==> config.mk <==
export PLATFORM = sky130hd
export DESIGN_NAME = egress_sched_voq
export DESIGN_NICKNAME = d
export VERILOG_FILES = /design/src/rtl/egress_sched_voq.sv
export SDC_FILE = /design/constraint.sdc
export NUM_CORES = 1
export LEC_CHECK = 0
export ABC_AREA = 1
export CAP_MARGIN = 20
export CORE_ASPECT_RATIO = 0.7
export CORE_MARGIN = 1.5
export CORE_UTILIZATION = 60
export DETAILED_ROUTE_END_ITERATION = 7
export MAX_ROUTING_LAYER = met4
export PLACE_DENSITY = 0.74
export SLEW_MARGIN = 15
export SYNTH_ARGS = -nofsm -noshare
export SYNTH_HDL_FRONTEND = slang
export SYNTH_SLANG_ARGS = --single-unit
==> constraint.sdc <==
create_clock -name switch_clk -period 9 [get_ports switch_clk]
set_clock_uncertainty 0.05 [all_clocks]
set_input_delay 1.8 -clock switch_clk [delete_from_list [all_inputs] [get_ports switch_clk]]
set_output_delay 1.8 -clock switch_clk [all_outputs]
set_load 0.01 [all_outputs]
==> src/rtl/egress_sched_voq.sv <==
// Multi-queue pointer VOQ: NUM_Q FIFOs with an RR/strict scheduler feeding a registered valid/ready slot.
// Pointer visible 1 cycle after its write edge; a stalled slot holds ptr_o/ptr_qid_o and blocks every pop.
module egress_sched_voq #(
  parameter int ADDR_W     = 6,
  parameter int NUM_Q      = 4,
  parameter int DEPTH      = 16,
  parameter int SCHED_MODE = 0,
  parameter int CNT_W      = 16,
  localparam int QID_W     = ($clog2(NUM_Q) > 1) ? $clog2(NUM_Q) : 1,
  localparam int LVL_W     = $clog2(DEPTH) + 1
) (
  input  logic                   switch_clk,
  input  logic                   switch_rst_n,
  input  logic                   wr_req_i,
  input  logic [QID_W-1:0]       wr_qid_i,
  input  logic [ADDR_W-1:0]      wr_ptr_i,
  output logic                   wr_drop_o,
  output logic                   ptr_valid_o,
  output logic [ADDR_W-1:0]      ptr_o,
  output logic [QID_W-1:0]       ptr_qid_o,
  input  logic                   ptr_ready_i,
  output logic [NUM_Q-1:0]       q_empty_o,
  output logic [NUM_Q-1:0]       q_full_o,
  output logic [NUM_Q*LVL_W-1:0] q_level_o,
  output logic [CNT_W-1:0]       drop_cnt_o
);

  localparam int IDX_W = $clog2(DEPTH);
  localparam logic [LVL_W-1:0] DEPTH_L = LVL_W'(DEPTH);
  localparam logic [QID_W:0]   NUM_Q_L = (QID_W+1)'(NUM_Q);

  logic [ADDR_W-1:0] mem_q    [NUM_Q][DEPTH];
  logic [LVL_W-1:0]  cnt_q    [NUM_Q];
  logic [LVL_W-1:0]  cnt_d    [NUM_Q];
  logic [IDX_W-1:0]  rd_idx_q [NUM_Q];
  logic [IDX_W-1:0]  wr_idx_q [NUM_Q];
  logic [QID_W-1:0]  last_q;
  logic [QID_W-1:0]  gnt;
  logic [QID_W:0]    cand;
  logic              found;
  logic              in_range;
  logic              load_en;
  logic              pop;
  logic              drop;
  logic [NUM_Q-1:0]  ne_vec;
  logic [NUM_Q-1:0]  push_vec;
  logic [NUM_Q-1:0]  pop_vec;
  logic              ptr_valid_q;
  logic [ADDR_W-1:0] ptr_q;
  logic [QID_W-1:0]  ptr_qid_q;
  logic              wr_drop_q;
  logic [CNT_W-1:0]  drop_cnt_q;

  always_comb begin
    gnt      = '0;
    cand     = '0;
    found    = 1'b0;
    in_range = ({1'b0, wr_qid_i} < NUM_Q_L);
    for (int i = 0; i < NUM_Q; i++) ne_vec[i] = (cnt_q[i] != '0);
    load_en = !ptr_valid_q || ptr_ready_i;
    pop     = load_en && (|ne_vec);
    if (SCHED_MODE == 1) begin
      for (int i = NUM_Q - 1; i >= 0; i--) begin
        if (ne_vec[i]) gnt = QID_W'(i);
      end
    end else begin
      // Rotate from the queue after the last pop; explicit wrap handles non-power-of-2 NUM_Q.
      for (int k = 1; k <= NUM_Q; k++) begin
        cand = {1'b0, last_q} + (QID_W+1)'(k);
        if (cand >= NUM_Q_L) cand = cand - NUM_Q_L;
        if (!found && ne_vec[cand[QID_W-1:0]]) begin
          gnt   = cand[QID_W-1:0];
          found = 1'b1;
        end
      end
    end
    for (int i = 0; i < NUM_Q; i++) begin
      // Full check uses the registered count, so a same-cycle pop never frees room for the push.
      push_vec[i] = wr_req_i && in_range && (wr_qid_i == QID_W'(i)) && (cnt_q[i] != DEPTH_L);
      pop_vec[i]  = pop && (gnt == QID_W'(i));
      case ({push_vec[i], pop_vec[i]})
        2'b10:   cnt_d[i] = cnt_q[i] + LVL_W'(1);
        2'b01:   cnt_d[i] = cnt_q[i] - LVL_W'(1);
        default: cnt_d[i] = cnt_q[i];
      endcase
    end
    drop = wr_req_i && !(|push_vec);
  end

  always_ff @(posedge switch_clk or negedge switch_rst_n) begin
    if (!switch_rst_n) begin
      for (int i = 0; i < NUM_Q; i++) begin
        cnt_q[i]    <= '0;
        rd_idx_q[i] <= '0;
        wr_idx_q[i] <= '0;
      end
      last_q      <= QID_W'(NUM_Q - 1);
      ptr_valid_q <= 1'b0;
      ptr_q       <= '0;
      ptr_qid_q   <= '0;
      wr_drop_q   <= 1'b0;
      drop_cnt_q  <= '0;
    end else begin
      for (int i = 0; i < NUM_Q; i++) begin
        cnt_q[i] <= cnt_d[i];
        if (push_vec[i]) wr_idx_q[i] <= wr_idx_q[i] + IDX_W'(1);
        if (pop_vec[i])  rd_idx_q[i] <= rd_idx_q[i] + IDX_W'(1);
      end
      if (pop) begin
        ptr_valid_q <= 1'b1;
        ptr_q       <= mem_q[gnt][rd_idx_q[gnt]];
        ptr_qid_q   <= gnt;
        last_q      <= gnt;
      end else if (load_en) begin
        ptr_valid_q <= 1'b0;
      end
      wr_drop_q <= drop;
      if (drop && (drop_cnt_q != '1)) drop_cnt_q <= drop_cnt_q + CNT_W'(1);
    end
  end

  always_ff @(posedge switch_clk) begin
    for (int i = 0; i < NUM_Q; i++) begin
      if (push_vec[i]) mem_q[i][wr_idx_q[i]] <= wr_ptr_i;
    end
  end

  for (genvar g = 0; g < NUM_Q; g++) begin : g_status
    assign q_empty_o[g]                 = (cnt_q[g] == '0);
    assign q_full_o[g]                  = (cnt_q[g] == DEPTH_L);
    assign q_level_o[g*LVL_W +: LVL_W]  = cnt_q[g];
  end

  assign wr_drop_o   = wr_drop_q;
  assign ptr_valid_o = ptr_valid_q;
  assign ptr_o       = ptr_q;
  assign ptr_qid_o   = ptr_qid_q;
  assign drop_cnt_o  = drop_cnt_q;

endmodule

After elaboration in Yosys (flattened, before gate mapping):

Memory sizes are Yosys's and may differ from the RTL's.
Cells that the tools add are included.

* register bits: 80
* memory bits (writable): 384
* bits of input ports: 12
* output and inout bits: 54
* logic and storage cells: 195
* memories: 1

* $add $sub $neg: 25
* order comparisons: 18
* equal/unequal tests: 23
* multiplexer cells: 56
* bitwise operators: 6
* reduce and logical (&&, ||, !) cells: 48

Memory list
* mem_q: depth 4, bits a word 96, rd ports 1, clocked after memory_dff 0, write ports 1, RTL line 32 `logic [ADDR_W-1:0] mem_q [NUM_Q][DEPTH];`

Operators by type and width (count)
* 96-bit 2-to-1 mux: 10
* 96-bit OR reduction: 3
* 6-bit demux with 4-bit select: 4
* 5-bit one-hot mux with 2 select lines: 4
* 6-bit 2-to-1 mux: 6
* 4-bit by 1-bit adder with 4-bit output (second input constant): 8
* 5-bit greater-or-equal comparator (second input constant): 5
* 4-bit NOT with 5-bit output: 5
* 6-bit binary-select mux with 4-bit select: 1
* 1-bit logical AND: 22
* 2-bit 2-to-1 mux: 11
* 5-bit by 1-bit adder with 5-bit output (second input constant): 4
* 5-bit == test (second input constant): 4
* 5-bit logical NOT: 4
* 5-bit by 1-bit < comparator with 1-bit output (second input constant): 4
* 5-bit inequality test (second input constant): 4
* 5-bit nonzero test: 4
* 5-bit by 1-bit subtractor with 5-bit output (second input constant): 4
* 16-bit by 1-bit adder with 16-bit output (second input constant): 1
* 2-bit == test (second input constant): 8
* 16-bit inequality test (second input constant): 1
* 3-bit greater-or-equal comparator (second input constant): 5
* 1-bit 2-to-1 mux: 13
* 2-bit by 1-bit == test with 1-bit output (second input constant): 6
* 14 further kinds: 35

Longest topological paths before layout:

Gate-level depths: netlist of the first run.

* depth in word-level cells: 23
* gate-level depth with buffers: 23
* mapped depth without buffers: 22

Worst setup path after synthesis of the first run:

OpenSTA, ideal clock, no wires.

* path kind: input -> register
* from: in ptr_ready_i
* to: reg cnt_q, in the netlist q_level_o[9]
* arrival: 4.260 ns
* data required time: 8.819 ns
* path slack: 4.560 ns
* stages: 15
* cell sequence: nor2_1 -> nor2_1 -> inv_1 -> buf_1 -> nor3_2 -> ha_1 -> xor2_1 -> ha_1 -> a21oi_1 -> o21ai_0 -> a21oi_1 -> inv_1 -> a21oi_1 -> o21ai_0 -> xor2_1

* word-level cells in the longest chain between the ends: 5
* elaborated cells between the ends (all ways): 7

Ends and longest elaborated chain
* start, declared: RTL line 21 `input logic ptr_ready_i,`
* 1-bit logical OR *: RTL line 60 `load_en = !ptr_valid_q || ptr_ready_i;`
* 1-bit logical AND *: RTL line 61 `pop = load_en && (|ne_vec);`
* 1-bit logical AND *: RTL line 80 `pop_vec[i] = pop && (gnt == QID_W'(i));`
* net pop_vec[1]: RTL line 47 `logic [NUM_Q-1:0] pop_vec;`
* 2-bit by 1-bit == test with 1-bit output or 2-bit == test (tied branches): RTL line 81 `case ({push_vec[i], pop_vec[i]})`
* 5-bit one-hot mux with 2 select lines or 2-bit nonzero test (tied branches)
* end signal, assigned by index: RTL line 105 `cnt_q[i] <= cnt_d[i];`
* end, declared: RTL line 33 `logic [LVL_W-1:0] cnt_q [NUM_Q];`

Mark *: on every way through the listed nets, which the timed path passes. The rest lies on a longest branch.
A chain may end at the register's enable or synchronous reset.

Worst setup path after layout of the first run:

* from: reg last_q[0]
* to: reg ptr_q[0], in the netlist ptr_o[0]

* word-level cells in the longest chain between the ends: 23
* elaborated cells between the ends (all ways): 46

Ends and longest elaborated chain
* start, declared: RTL line 37 `logic [QID_W-1:0] last_q;`
* start signal, assigned: RTL line 97 `last_q <= QID_W'(NUM_Q - 1);`
* start signal, assigned: RTL line 113 `last_q <= gnt;`
* 2-bit by 1-bit adder with 3-bit output: RTL line 69 `cand = {1'b0, last_q} + (QID_W+1)'(k);`
* 3-bit greater-or-equal comparator or 2-bit by 1-bit subtractor with 2-bit output (tied branches): RTL line 70 `if (cand >= NUM_Q_L) cand = cand - NUM_Q_L;`
* 2-bit 2-to-1 mux: RTL line 70
* 1-bit binary-select mux with 2-bit select: RTL line 71 `if (!found && ne_vec[cand[QID_W-1:0]]) begin`
* 1-bit 2-to-1 mux (not written as such): RTL line 71
* 1-bit 2-to-1 mux: RTL line 71
* 1-bit logical NOT: RTL line 71
* 1-bit logical AND: RTL line 71
* [... 5 more ...]
* 1-bit logical AND: RTL line 71
* 2-bit 2-to-1 mux *: RTL line 71
* 2-bit NOT with 3-bit output (not written as such): RTL line 111 `ptr_q <= mem_q[gnt][rd_idx_q[gnt]];`
* 4-bit binary-select mux with 2-bit select: RTL line 111
* 4-bit 2-to-1 mux (not written as such) (2 in a row): RTL line 111
* 4-bit NOT with 5-bit output (not written as such): RTL line 111
* 6-bit binary-select mux with 4-bit select *: RTL line 111
* 6-bit 2-to-1 mux (not written as such) * (2 in a row): RTL line 111
* end signal, assigned: RTL line 111
* end, declared: RTL line 49 `logic [ADDR_W-1:0] ptr_q;`

Every way passes the cells marked *; elsewhere a longest branch is shown, timed or not. The select of a mux whose other input is x is not followed.

==> results of run 1 <==
==> cells by family (layout without fill, tap and decap cells) <==
family	count (synthesis)	in the layout	share of synthesized area, %
buffers and inverters	384	448	7.22
adder cells (fa/ha/maj)	38	38	2.22
AND/OR/NAND/NOR	1180	1180	25.0
AO/OA/AOI/OAI	82	82	2.06
XOR/XNOR	51	51	2.06
multiplexers	2	2	0.102
flip-flops	464	464	61.4
==> state kept, by name (all words and copies together), names as in the netlist <==
| register | flops |
|---|---|
| rd_idx_q | 16 |
| ptr_qid_o | 2 |
| ptr_o | 6 |
| q_level_o | 20 |
| wr_drop_o | 1 |
| mem_q | 384 |
| ptr_valid_o | 1 |
| last_q | 2 |
| drop_cnt_o | 16 |
| wr_idx_q | 16 |
==> critical path, cell delays in order (launching register included) <==
cell,delay (ns)
dfstp_2,0.68
xor2_2,0.24
inv_2,0.08
nand3_1,0.09
nand2_1,0.13
nand3_2,0.17
nand3_4,0.48
nand2_8,0.62
buf_4,0.75
buf_4,0.81
nand2_1,0.13
nand3_1,0.12
nand2_1,0.06
nand2_1,0.07
nand3_1,0.22
nand2_1,0.15
nand2_1,0.05
nand3_1,0.15
nand2_1,0.07
nand2_1,0.06
nand2_1,0.05
==> worst paths after layout <==
path / end / from / slack, ns / cells past startpoint
hold reg to reg: rd_idx_q[3] / rd_idx_q[3] / 0.43 / 1
setup / recovery: ptr_o[0] / last_q[0] / 3.39 / 20
hold / removal: rd_idx_q[3] / rd_idx_q[3] / 0.43 / 1
setup reg to reg: ptr_o[0] / last_q[0] / 3.39 / 20
max in group asynchronous: q_level_o[12] / switch_rst_n / 6.70 / 2
min in group asynchronous: drop_cnt_o[13] / switch_rst_n / 1.00 / 1
==> stage by stage <==
stage / util [%] / hold WS (ns)
floorplan: - / 0.392
global placement: 63.6 / 0.409
detailed placement: 63.6 / 0.411
CTS: 67.5 / 0.425
global route: 67.5 / 0.443
finish: 67.5 / 0.426
==> per-layer routing <==
metal,track usage [%],up-vias
met3,5.66,100
met4,6.91,0
met1,45.9,7416
li1,-,7321
met2,40.8,776
met5,-,-
==> layout make-up <==
type                       count  area [µm²]
sequential                   464       13500
fill                        2683       11700
multi-input combinational   1353        6980
clock buffer                  62        1250
inverter                     281        1050
timing repair buffer          83         766
tap                          480         601
clock inverter                22         166
==> layout by cell type, fill, tap and decap left out, drive strengths merged <==
cell           synthesis  routed
nand4                 16      16
a211oi                 1       1
dfrtp                 78      78
a21oi                 16      16
xor2                  39      39
mux2                   2       2
buf                   78      25
edfxtp               384     384
and2                   1       1
a31oi                  4       4
xnor2                 12      12
nor3                   7       7
fa                     2       2
nor4                   2       2
clkdlybuf4s50          0      58
clkinvlp               0       2
nor2                 127     127
clkbuf                25      62
a21o                   2       2
o21ai                 54      54
o21a                   1       1
nand2                598     598
inv                  281     283
clkinv                 0      16
ha                    36      36
bufinv                 0       2
o211ai                 4       4
or2                    4       4
nand3                276     276
nand3b               149     149
dfstp                  2       2
==> impl_metrics.toml, run 1 <==
[status]
status = "finished clean"

[clock_tree]
clkSlewWorstSetupHoldPaths_ns = 0.06
post_cts_resized = 0
cts_made_buffers = 45
insertion_delay_ns = 0.56
holdBufCountCts = 0
cts_root_buffer = "clkbuf_16"
cts_sinks = 464
clk_path_buf_depth = 3
post_cts_buffers = 0
htreeDepth = 2
tritoncts = "built"

[place]
place.gp.congestion = 0.921
hpwl_um = 32300
dpl.cell_count = 2661
portBuffers = 65
place_ws_ns = 3.41
place_area_mm2 = 0.0229

[cells_and_area]
n_antenna_cell = 0
post-route-cell-area_mm2 = 0.0244
area_growth_pct = 10.4
layout.nets = 2278
drive_gt1_share_pct = 5.92
stdcell_count = 2745

[synthesis]
synth_edf_count = 384
seq_area_frac_synth_pct = 61.4
syn_nets = 2251
yosysUniqueCellTypes = 41
synthTopCellsByCount = "nand2_1, edfxtp_1, inv_1"
yosys_register_bits = 464
ys.flop_type = "edfxtp_1"
synth_area_leader_cell = "edfxtp_1"
yosysTopAreaCellShare_pct = 52.3
syn_inst = 2201
avgSynthCellArea_um2 = 10.0
synth_area_leaders = "edfxtp_1, nand2_1, dfrtp_1"
ys_warn_count = 0
synthArstFlopShare_pct = 17.2
yosysMostFrequentCell = "nand2_1"
synthesis.area_mm2 = 0.0221

[sta]
rsz0062_at_grt = "false"
slew_viol_final = 0
finalHoldViolations = 0
slew_headroom_pct = 25.3
maxClockFrequency_ghz = 0.178
min_period_ns = 5.61
tightest_slew_ns = 1.12
fin_crit_sh_pct = 62.3
setup_viol = 0
finalWorstSetupSlack_ns = 3.39
fin_tns_setup_ns = 0

[floorplanning]
die_h_um = 163
io_pins = 66
core_mm2 = 0.0361
start_util_pct = 61.2
die_x_um = 232
fp-row-count = 58
dieArea_mm2 = 0.0379

[global_route]
grt_max_degree = 168
first_global_vias = 14600
grt_pass1_wl_um = 83700
antenna_found_initial = 0
grt_use_total_pct = 29.8
grt_remaining_overflow = 0

[drt]
first_pass_iters = 6
wl_met3_um = 5620
wl_per_cell_um = 19.4
vias = 15600
vias_per_cell = 5.69
ant_nets = 0
routed_wl_um = 53400
route.met2.wl_um = 22500
drc = 0
wl_met1_um = 24100
routed.top_layer = "met4"
first_iter_violations = 2046

[critical_path]
worstPathArrival_ns = 6.00
crit_type = "flip-flop to flip-flop"
worstPathMaxFanout = 87
start_kind = "flip-flop"
cp.required_ns = 9.39
critPathCaptureType = "flip-flop"

[job]
cap_violations = 0

[min_path]
min_path_type = "flip-flop to flip-flop"
Power of run 1 is left out: the tool's default activity adds up to more than one toggle a clock period on the data nets, which glitch-free logic cannot reach.
==> inputs of run 2 (changes only) <==
--- a/config.mk
+++ b/config.mk
@@ -9,10 +9,10 @@
 export CAP_MARGIN = 20
 export CORE_ASPECT_RATIO = 0.7
 export CORE_MARGIN = 1.5
-export CORE_UTILIZATION = 60
+export CORE_UTILIZATION = 56
 export DETAILED_ROUTE_END_ITERATION = 7
 export MAX_ROUTING_LAYER = met4
-export PLACE_DENSITY = 0.74
+export PLACE_DENSITY = 0.72
 export SLEW_MARGIN = 15
 export SYNTH_ARGS = -nofsm -noshare
 export SYNTH_HDL_FRONTEND = slang
==> constraint.sdc (replaced) <==
create_clock -name switch_clk -period 4.8 [get_ports switch_clk]
set_clock_uncertainty 0.05 [all_clocks]
set_input_delay 0.96 -clock switch_clk [delete_from_list [all_inputs] [get_ports switch_clk]]
set_output_delay 0.96 -clock switch_clk [all_outputs]
set_load 0.01 [all_outputs]
==> run 2 against run 1 <==
  * Cell count up 1.9%
  * Hold slack worse by 0.075 ns
  * Flip-flop and latch count unchanged
  * First-iteration DRC count down 24%
  * Largest cell class unchanged
  * Maximum frequency up 39%
  * Highest routed layer unchanged
  * Critical path type unchanged
  * Critical path depth unchanged
  * Setup slack worse by 2.6 ns
==> impl_metrics.toml, run 2 (synthesis results as in run 1) <==
[clock_tree]
cts_made_buffers = 45
htreeDepth = 2
clk_path_buf_depth = 3
holdBufCountCts = 0
post_cts_buffers = 0
tritoncts = "built"
post_cts_resized = 0
cts_sinks = 464
cts_root_buffer = "clkbuf_16"
insertion_delay_ns = 0.57
clkSlewWorstSetupHoldPaths_ns = 0.07

[floorplanning]
io_pins = 66
fp-row-count = 60
dieArea_mm2 = 0.0406
start_util_pct = 57.2
die_h_um = 169
die_x_um = 240
core_mm2 = 0.0386

[drt]
first_iter_violations = 1565
vias = 15500
routed_wl_um = 53900
ant_nets = 0
first_pass_iters = 5
vias_per_cell = 5.56
wl_per_cell_um = 19.3
drc = 0

[global_route]
grt_max_degree = 167
grt_pass1_wl_um = 84000
first_global_vias = 14500
grt_remaining_overflow = 0
grt_use_total_pct = 28.1
antenna_found_initial = 0

[critical_path]
critPathCaptureType = "flip-flop"
start_kind = "flip-flop"
worstPathArrival_ns = 4.46
cp.required_ns = 5.21
crit_type = "flip-flop to flip-flop"
worstPathMaxFanout = 67

[sta]
slew_headroom_pct = 36.2
fin_tns_setup_ns = 0
finalHoldViolations = 0
setup_viol = 0
rsz0062_at_grt = "false"
fin_crit_sh_pct = 84.3
slew_viol_final = 0
tightest_slew_ns = 0.957
maxClockFrequency_ghz = 0.247
min_period_ns = 4.05

[cells_and_area]
seq_area_mm2 = 0.0135
drive_gt1_share_pct = 6.48
n_antenna_cell = 0
stdcell_count = 2796
n_fill_cell = 3108
largest_reg_flops = 384
layout.nets = 2288
post-route-util_pct = 63.7
area_growth_pct = 11.4
final_cell_mix = "nand2_1, edfxtp_1, inv_1, nand3_1, nand3b_1"
layout_commonest_cell = "nand2_1"
multiInputGateArea_mm2 = 0.00698

[min_path]
min_path_type = "input port to async pin"

[status]
status = "finished clean"

[place]
place.gp.congestion = 0.926
portBuffers = 65
hpwl_um = 34500
dpl.cell_count = 2718

[job]
cap_violations = 0
run 2: worst max-delay path, cell delays in order, from the launching register on:
cell	delay (ns)
dfrtp_1	0.44
nor2_2	0.26
nand3_1	0.21
nand2_1	0.10
nand3_1	0.07
nand2_1	0.16
nand3_2	0.16
nand3_4	0.18
buf_4	0.50
buf_4	0.71
nand3b_1	0.17
nand3_1	0.14
nand2_1	0.07
nand2_1	0.11
nand3_1	0.16
nand2_1	0.12
nand2_1	0.05
nand3_1	0.08
nand2_1	0.05
nand2_1	0.05
nand2_1	0.04
run 2: layout make-up:
| class | instances | area share [%] |
|---|---|---|
| clock buffer | 57 | 5.06 |
| clock inverter | 21 | 0.998 |
| inverter | 281 | 4.29 |
| multi-input combinational | 1353 | 28.4 |
| sequential | 464 | 55.1 |
| tap | 527 | 2.68 |
| timing repair buffer | 93 | 3.52 |
run 2: final timing paths:
| check | startpoint | endpoint | slack [ns] | cells after the start |
|---|---|---|---|---|
| max | q_level_o[5] | ptr_o[0] | 0.75 | 20 |
| max reg2reg | q_level_o[5] | ptr_o[0] | 0.75 | 20 |
| min | switch_rst_n | drop_cnt_o[8] | 0.35 | 1 |
| max in group asynchronous | switch_rst_n | last_q[1] | 3.35 | 2 |
| min in group switch_clk | rd_idx_q[3] | rd_idx_q[3] | 0.42 | 1 |
| min reg2reg | rd_idx_q[3] | rd_idx_q[3] | 0.42 | 1 |
run 2: through the flow:
stage / instance area [µm²] / setup slack, ns / hold slack (ns)
2_1_floorplan: 22100 / 1.20 / 0.392
3_3_place_gp: 23100 / 0.706 / 0.406
3_5_place_dp: 23100 / 0.603 / 0.411
4_1_cts: 24600 / 0.809 / 0.365
5_1_grt: 24600 / 0.325 / 0.380
6_report: 24600 / 0.753 / 0.351
run 2: metal layers:
layer | up-vias | global-route usage (%) | wire length, µm
met5 | - | - | 0
li1 | 7341 | - | -
met1 | 7497 | 42.9 | 25000
met4 | 0 | 5.93 | 857
met2 | 624 | 38.3 | 22800
met3 | 77 | 6.16 | 5300
Power of run 2 is left out for the same reason.
==> inputs of run 3 (changes only) <==
==> constraint.sdc (replaced) <==
create_clock -name switch_clk -period 3.3 [get_ports switch_clk]
set_clock_uncertainty 0.05 [all_clocks]
set_input_delay 0.66 -clock switch_clk [delete_from_list [all_inputs] [get_ports switch_clk]]
set_output_delay 0.66 -clock switch_clk [all_outputs]
set_load 0.01 [all_outputs]
==> run 3 against run 2 <==
  * The run now ends with setup timing left
  * Sequential share of layout area shrank 5.0 points
  * Cell count grew 7.4%
  * Utilization grew 6.4 points
  * Global-route usage grew 1.9 points
  * Maximum frequency grew 16%
  * Largest cell class unchanged
  * Flip-flop and latch count is the same
  * Critical endpoint is now q_level_o[4]
  * Design area grew 10%
  * Clock-buffer cell count shrank 5
  * First-iteration DRC count grew 43%
  * Setup slack lost 0.93 ns
  * Register-to-register slack lost 0.93 ns
  * Routed wire length grew 14%
==> impl_metrics.toml, run 3 (synthesis results as in run 1) <==
[sta]
rsz0062_at_grt = "true"
tightest_slew_ns = 0.726
finalHoldViolations = 0
slew_headroom_pct = 51.4
finalWorstSetupSlack_ns = -0.177
min_period_ns = 3.48
slew_viol_final = 0
setup_viol = 8
maxClockFrequency_ghz = 0.288
holdWs_ns = 0.0913
fin_crit_sh_pct = 105

[clock_tree]
tritoncts = "built"
clk_path_buf_depth = 3
clkSlewWorstSetupHoldPaths_ns = 0.06
cts_sinks = 464
insertion_delay_ns = 0.55
holdBufCountCts = 0
cts_root_buffer = "clkbuf_16"
htreeDepth = 2
cts_made_buffers = 45

[cells_and_area]
final_cell_mix = "nand2_1, edfxtp_1, inv_1, nand3_1, buf_4"
area_growth_pct = 22.6
post-route-cell-area_mm2 = 0.0271
layout.nets = 2493
largest_reg_flops = 384
n_fill_cell = 2818
layout_commonest_cell = "nand2_1"
drive_gt1_share_pct = 17.2

[global_route]
grt_pass1_wl_um = 89500
grt_remaining_overflow = 0
antenna_found_initial = 1
grt_use_total_pct = 29.9
grt_max_degree = 72
first_global_vias = 15800

[place]
hpwl_um = 37700
place_ws_ns = -0.210
place.gp.congestion = 0.999
portBuffers = 65
place_area_mm2 = 0.0245

[critical_path]
cpMaxStageDelayCell = "dfstp_2"
path_delay_family = "simple AND/OR/NAND/NOR gates"
crit_type = "flip-flop to flip-flop"
start_kind = "flip-flop"
cp.required_ns = 3.68
path_cells = "buf_12 > buf_12 > nand4_1 > nand2_1 > nand2_1 > nand2_2 > nand3_1 > nand3_4 > nand2_8 > buf_12 > nor3_4 > ha_4 > ha_1 > a21o_1 > a21oi_1 > inv_1 > a21oi_2 > o21ai_1 > xor2_1"
worstPathMaxFanout = 8
critPathCaptureType = "flip-flop"
cp_common_cell = "buf_12"
path_buf_inv = 4
worstPathArrival_ns = 3.86
cpPeakStageDelay_ns = 0.63

[floorplanning]
die_x_um = 240
io_pins = 66
start_util_pct = 57.2
fp-row-count = 60
die_h_um = 169
core_mm2 = 0.0386
dieArea_mm2 = 0.0406

[drt]
ant_nets = 0
vias = 16800
first_pass_iters = 6
routed_wl_um = 61500
drc = 0
first_iter_violations = 2234
wl_per_cell_um = 20.5
vias_per_cell = 5.59

[status]
violations = "setup timing"
status = "finished with violations"

[job]
cap_violations = 0

[min_path]
min_path_type = "input port to async pin"
## run 3: cell types whose count changed in the layout (fill, tap and decap cells not counted), moves of 9 or more
cell,before,now
buf_4,26,177
nand2_1,594,568
nand2_2,3,26
nand3_1,271,248
buf_12,3,25
nand3_2,4,24
buf_6,0,12
clkbuf_16,47,56
clkinv_1,4,13
## run 3: repair_timing
action / in CTS / in global routing
cloned: 2 / 10
gates resized for setup: 35 / 112
pin swaps: 9 / 37
endpoints found under the setup margin: 10 / 14
setup buffers: 11 / 21
## run 3: per-layer routing
metal  global-route usage (%)  wire length [µm]  vias to the layer above
met4                     7.14              1500                        0
met3                     8.33              7310                      109
met5                        -                 0                        -
li1                         -                 -                     7767
met2                     41.8             26700                      834
met1                     43.4             26000                     8084
## run 3: area by class of cell
| type | count | area [µm²] | share of cell area, % |
|---|---|---|---|
| Antenna cell | 1 | 2.50 | 0.00925 |
| Clock buffer | 52 | 1190 | 4.42 |
| Clock inverter | 26 | 175 | 0.647 |
| Inverter | 281 | 1060 | 3.92 |
| Multi-Input combinational cell | 1353 | 7390 | 27.3 |
| Sequential cell | 464 | 13500 | 50.0 |
| Tap cell | 527 | 659 | 2.44 |
| Timing Repair Buffer | 298 | 3040 | 11.2 |
## run 3: metrics by stage
| stage | setup TNS, ns | util (%) | instances |
|---|---|---|---|
| final | -0.634 | 70.1 | 3002 |
| after CTS | -0.0313 | 67.9 | 2971 |
| after detailed placement | -1.40 | 63.6 | 2880 |
| after global routing | -2.13 | 70.1 | 3002 |
| after global placement | -0.419 | 63.6 | 2880 |
| after floorplan | -0.0114 | - | 2201 |
## run 3: path summary, 6_finish.rpt
path	start	end	slack (ns)	cells past startpoint
max	last_q[0]	q_level_o[4]	-0.18	19
min	switch_rst_n	drop_cnt_o[2]	0.09	1
max reg2reg	last_q[0]	q_level_o[4]	-0.18	19
min reg2reg	drop_cnt_o[14]	drop_cnt_o[14]	0.44	1
max in group asynchronous	switch_rst_n	ptr_o[0]	2.31	2
min in group switch_clk	drop_cnt_o[14]	drop_cnt_o[14]	0.44	1
Power of run 3 is left out for the same reason.
